`src/rtl/shared_res_sched_pkg.sv`:
```
// Shared definitions for the shared-resource scheduler.
//   sched_state_t : scheduler FSM states (IDLE, GRANT, GAP)
//   hold_width()  : width of the tenure hold counter for resource parameter p
//   idx_width()   : width of a requester index for n requesters
package shared_res_pkg;

   typedef enum logic [1:0] {IDLE, GRANT, GAP} sched_state_t;

   // Counter width follows the resource's cast-to-sum width.
   function automatic int hold_width(int p);
      return int'(p + 2);
   endfunction

   function automatic int idx_width(int n);
      return (n > 1) ? $clog2(n) : 1;
   endfunction

endpackage

```
`src/rtl/shared_res_sched_rr_pick.sv`:
```
// Combinational round-robin picker.
// Scans req starting at ptr and wrapping modulo N; reports the first set bit.
//   req   : per-requester request vector
//   ptr   : scan start position (always < N)
//   found : at least one request is set
//   idx   : index of the first set request at or after ptr
module rr_pick
   import shared_res_pkg::*;
#(
   parameter int N  = 4,
   parameter int IW = 2
) (
   input  logic [N-1:0]  req,
   input  logic [IW-1:0] ptr,
   output logic          found,
   output logic [IW-1:0] idx
);

   logic [IW-1:0] cand [N];
   logic [N-1:0]  hit;

   // cand[gi] is the requester visited gi steps after ptr.
   for (genvar gi = 0; gi < N; gi++) begin : g_off
      logic [IW:0] sum;
      assign sum      = {1'b0, ptr} + (IW+1)'(gi);
      assign cand[gi] = (sum >= (IW+1)'(N)) ? IW'(sum - (IW+1)'(N)) : sum[IW-1:0];
      assign hit[gi]  = |(req & (N'(1) << cand[gi]));
   end

   // Walk from the farthest offset down so the nearest hit wins.
   always_comb begin
      found = 1'b0;
      idx   = '0;
      for (int k = N - 1; k >= 0; k--) begin
         if (hit[k]) begin
            found = 1'b1;
            idx   = cand[k];
         end
      end
   end

endmodule

```
`src/rtl/shared_res_sched.sv`:
```
// Round-robin scheduler granting exclusive use of one shared resource to
// N requesters, one tenure at a time, each tenure bounded by a hold counter.
//   clk     : clock, rising edge
//   rst_n   : asynchronous active-low reset
//   req     : per-requester level request
//   rel     : per-requester one-cycle release pulse
//   gnt     : one-hot grant (registered), usable as the resource mux select
//   gnt_idx : index of the current or most recent grantee (registered)
//   busy    : high while a tenure is in progress
//   expired : one-cycle pulse when a tenure is ended purely by timeout
module shared_res_sched
   import shared_res_pkg::*;
#(
   parameter  int N        = 4,
   parameter  int P        = 1,
   localparam int W        = hold_width(P),
   localparam int MAX_HOLD = 2**W - 1,
   localparam int IW       = idx_width(N)
) (
   input  logic          clk,
   input  logic          rst_n,
   input  logic [N-1:0]  req,
   input  logic [N-1:0]  rel,
   output logic [N-1:0]  gnt,
   output logic [IW-1:0] gnt_idx,
   output logic          busy,
   output logic          expired
);

   sched_state_t  state;
   logic [W-1:0]  hold_cnt;
   logic [IW-1:0] ptr;
   logic [IW-1:0] ptr_next;

   logic          pick_found;
   logic [IW-1:0] pick_idx;
   logic          own_rel;
   logic          own_drop;
   logic          hold_max;
   logic          release_now;

   rr_pick #(
      .N  (N),
      .IW (IW)
   ) u_pick (
      .req   (req),
      .ptr   (ptr),
      .found (pick_found),
      .idx   (pick_idx)
   );

   // During GRANT, gnt is the one-hot of gnt_idx, so masking with it
   // selects the grantee's own rel/req bits; other bits are ignored.
   assign own_rel     = |(rel & gnt);
   assign own_drop    = ~|(req & gnt);
   assign hold_max    = (hold_cnt == W'(MAX_HOLD));
   assign release_now = own_rel | own_drop | hold_max;

   // Next scan starts just after the released grantee (stays 0 when N=1).
   assign ptr_next = (gnt_idx == IW'(N - 1)) ? '0 : gnt_idx + 1'b1;

   always_ff @(posedge clk or negedge rst_n) begin
      if (!rst_n) begin
         state    <= IDLE;
         gnt      <= '0;
         gnt_idx  <= '0;
         busy     <= 1'b0;
         expired  <= 1'b0;
         hold_cnt <= '0;
         ptr      <= '0;
      end else begin
         expired <= 1'b0;
         case (state)
            GRANT: begin
               if (release_now) begin
                  gnt     <= '0;
                  busy    <= 1'b0;
                  state   <= GAP;
                  ptr     <= ptr_next;
                  // Flag only tenures that ran out without a voluntary end.
                  expired <= hold_max & ~own_rel & ~own_drop;
               end else begin
                  hold_cnt <= hold_cnt + 1'b1;
               end
            end
            default: begin
               // IDLE and GAP arbitrate identically; GAP only guarantees
               // one low cycle of gnt between back-to-back tenures.
               if (pick_found) begin
                  gnt      <= N'(1) << pick_idx;
                  gnt_idx  <= pick_idx;
                  busy     <= 1'b1;
                  hold_cnt <= '0;
                  state    <= GRANT;
               end else begin
                  state <= IDLE;
               end
            end
         endcase
      end
   end

endmodule

```
`config.mk`:
```
export PLATFORM = sky130hd
export DESIGN_NAME = shared_res_sched
export DESIGN_NICKNAME = d
export VERILOG_FILES = /design/src/rtl/shared_res_sched_pkg.sv /design/src/rtl/shared_res_sched_rr_pick.sv /design/src/rtl/shared_res_sched.sv
export SDC_FILE = /design/constraint.sdc
export NUM_CORES = 1
export LEC_CHECK = 0
export BUFFER_PORTS_ARGS = -buffer_cell sky130_fd_sc_hd__clkbuf_2
export CORE_UTILIZATION = 39
export CTS_CLUSTER_DIAMETER = 150
export DETAILED_ROUTE_END_ITERATION = 8
export GPL_TIMING_DRIVEN = 0
export PLACE_DENSITY_LB_ADDON = 0.05
export SKIP_CTS_REPAIR_TIMING = 1
export SLEW_MARGIN = 30
export SYNTH_ARGS = -nofsm -noshare
export SYNTH_HDL_FRONTEND = slang
export SYNTH_SLANG_ARGS = --single-unit
```
`constraint.sdc`:
```
create_clock -name clk -period 4.55 [get_ports clk]
set_input_delay 0.91 -clock clk [delete_from_list [all_inputs] [get_ports clk]]
set_output_delay 0.91 -clock clk [all_outputs]
set_load 0.02 [all_outputs]
```
==> metrics.txt <==
status=finished, final reports clean; setup violators final=0; CTS Sinks=15; first-pass GRT wire length=3318 um; Pre-antenna DRT Iters=4; Lkg Pwr=0.0005141 uW; Synth area leaders=dfrtp_1 40%, ha_1 11%, a22o_1 5.5%, a22oi_1 4.7%, a41oi_4 2.9%; Core Area=2255 um2; dpl hpwl=1594 um; power density over the cells=777.7 nW/um2; startpoint class of the critical path=flip-flop; share of the synthesized area in the top cell type=39.58%; average cell area after synthesis=11.03 um2; Yosys reg bits=15; die area=2633 um2; Clock Latency Late Sink=~0.28 ns; mean routed wirelength per cell=14.59 um; CP max stage delay=0.47 ns; Worst Setup End Kind=flip-flop; worst-margin pin slew=0.3831 ns; die width=51.32 um; multi-input logic area=554.3 um2; Hold Fails Final Rpt=0; ys flop type=dfrtp_1; CTS max path bufs=2; H-Tree Depth=1; total CTS buffers=3; count leader, synth=dfrtp_1; WP data arrival=2.38 ns; TNS Setup=0 ns; fin crit share=47.47%; via-per-instance ratio=5.652; Worst slew margin=74.41%; Routed Antenna Nets=0; RSZ-0062 raised after global routing=no; Initial Utilization=42.06%; kind of cell adding the most delay to the critical path=compound AO/OA/AOI/OAI gates; worst hold path class=flip-flop to flip-flop; asr flop ratio synth=100.0%; IO Count=18; CTS root buffer=clkbuf_4; number of library cell types mapped by synthesis=36; initial antenna violation count=0; Fmax=463.0 MHz; clock-pin slew on the worst setup and hold paths=around 0.080 ns; Post-synth EDFFs=0; Period minus WS final=2.160 ns; Slew Limit Fails=0; VDD IR max=between 0.4 and 0.5 mV; Post-Syn Area=948.4 um2; FF+latch area=between 300 and 400 um2; Die Y=51.32 um; worst-path cell chain=inv_1, ha_1, a22o_2, a211oi_1, o21ai_0, a21boi_1, a22o_1; fill cell count=238; final RePlAce weighted congestion=0.8941; area leader, netlist=dfrtp_1; Max stage delay cell, worst path=dfrtp_1; global route total overflow=0; Post-synth top cells=15 x dfrtp_1, 8 x ha_1, 6 x a22o_1, 6 x a22oi_1, 5 x inv_1; Area Growth Syn to Fin=15.57%; pin count of the biggest net entering global routing=16; CP max FO=6; Synth Net Count=104; ant diodes=0; Min Hold Slack=slightly above 0.5 ns; clk_skew=0.0005289 ns; fin nets=between 100 and 150; WP data required=4.77 ns; fin cells=roughly 140; Synthesis Warnings=0; Max Cap Viol=0; via count=763; Port Buffers=17; Std-Cell Rows=17; Mapped Cells=86; GRT Total Usage=~17%; vias in the first global route=726; Cells after DPL=131; layout cells sized above 1=37.38%; Detailed Route Iter0 Violations=19; Residual DRC=0; CP Class=flip-flop to flip-flop; Total Wirelength=1970 um; CTS tree=yes; Buffers & Inverters on Critical Path=1; sequential area share after synthesis=39.58%
## area by class of cell
| cell class | instances | area share [%] |
|---|---|---|
| well taps | 28 | 3.196 |
| clock buffers | 3 | 2.055 |
| clock inverters | 1 | 0.4566 |
| inverters | 5 | 1.712 |
| multi-input cells | 66 | 50.57 |
| flip-flops and latches | 15 | 34.25 |
| repair buffers | 17 | 7.763 |
## worst reg2reg max path, cell delays in order (launching register included)
cell,delay [ns]
dfrtp_1,0.47
inv_1,0.15
ha_1,0.28
a22o_2,0.29
a211oi_1,0.23
o21ai_0,0.14
a21boi_1,0.36
a22o_1,0.19
## final timing paths
| check | start | to | slack [ns] | cells after the start |
|---|---|---|---|---|
| hold reg to reg | hold_cnt[1] | hold_cnt[1] | 0.51 | 1 |
| hold / removal | hold_cnt[1] | hold_cnt[1] | 0.51 | 1 |
| setup reg to reg | ptr[0] | gnt[0] | 2.39 | 7 |
| max in group asynchronous | rst_n | gnt[1] | 3.77 | 1 |
| setup / recovery | ptr[0] | gnt[0] | 2.39 | 7 |
| min in group asynchronous | rst_n | ptr[1] | 0.52 | 1 |
## cell families (layout without fill, tap and decap cells)
| kind of cell | Yosys count | count (layout) | synth area share, % |
|---|---|---|---|
| buffers and inverters | 5 | 26 | 1.979 |
| AND/OR/NAND/NOR | 20 | 20 | 12.40 |
| flip-flops | 15 | 15 | 39.58 |
| adder cells (fa/ha/maj) | 8 | 8 | 10.55 |
| multiplexers | 1 | 1 | 1.187 |
| AO/OA/AOI/OAI | 37 | 37 | 34.30 |
## sequential cells by signal (all words and copies together) (netlist names)
register,flops
ptr,2
state,2
gnt_idx,2
expired,1
hold_cnt,3
gnt,4
busy,1
## placed cells by master (no fill, tap or decap), drive strengths merged, types with 2 or more instances in the layout
master / netlist / layout
clkbuf: 0 / 20
a31oi: 2 / 2
and2: 3 / 3
a22oi: 8 / 8
nor2: 7 / 7
o211ai: 2 / 2
dfrtp: 15 / 15
nand2: 4 / 4
o2bb2ai: 2 / 2
ha: 8 / 8
o21ai: 4 / 4
a21oi: 2 / 2
a22o: 8 / 8
inv: 5 / 5
nor3: 2 / 2
## where the power goes
group          internal (uW)  switching [uW]  leakage [uW]
clock                   32.7            41.5     0.0000177
sequential               184            40.3      0.000190
combinational            230             324      0.000307
total                    447             406      0.000514
## per-stage QoR
stage / utilization, % / total power, uW / setup WS [ns] / cell area (um2)
finish: 48.61 / 852.4 / 2.390 / 1096
global route: 48.61 / 931.1 / 2.326 / 1096
CTS: 48.61 / 861.3 / 2.471 / 1096
detailed placement: 47.39 / 782.7 / 2.274 / 1069
global placement: 47.39 / 771.3 / 2.299 / 1069
floorplan: - / 656.0 / 2.553 / 948.4
## layer usage
metal / track usage [%] / vias to the layer above / share of wire, %
li1: - / 376 / -
met1: 21.63 / 365 / 47
met2: 28.73 / 18 / 47
met3: 2.679 / 4 / 3.6
met4: 8.108 / 0 / 1.8
met5: 0 / - / 0
Power figures use the tool's default switching activity.
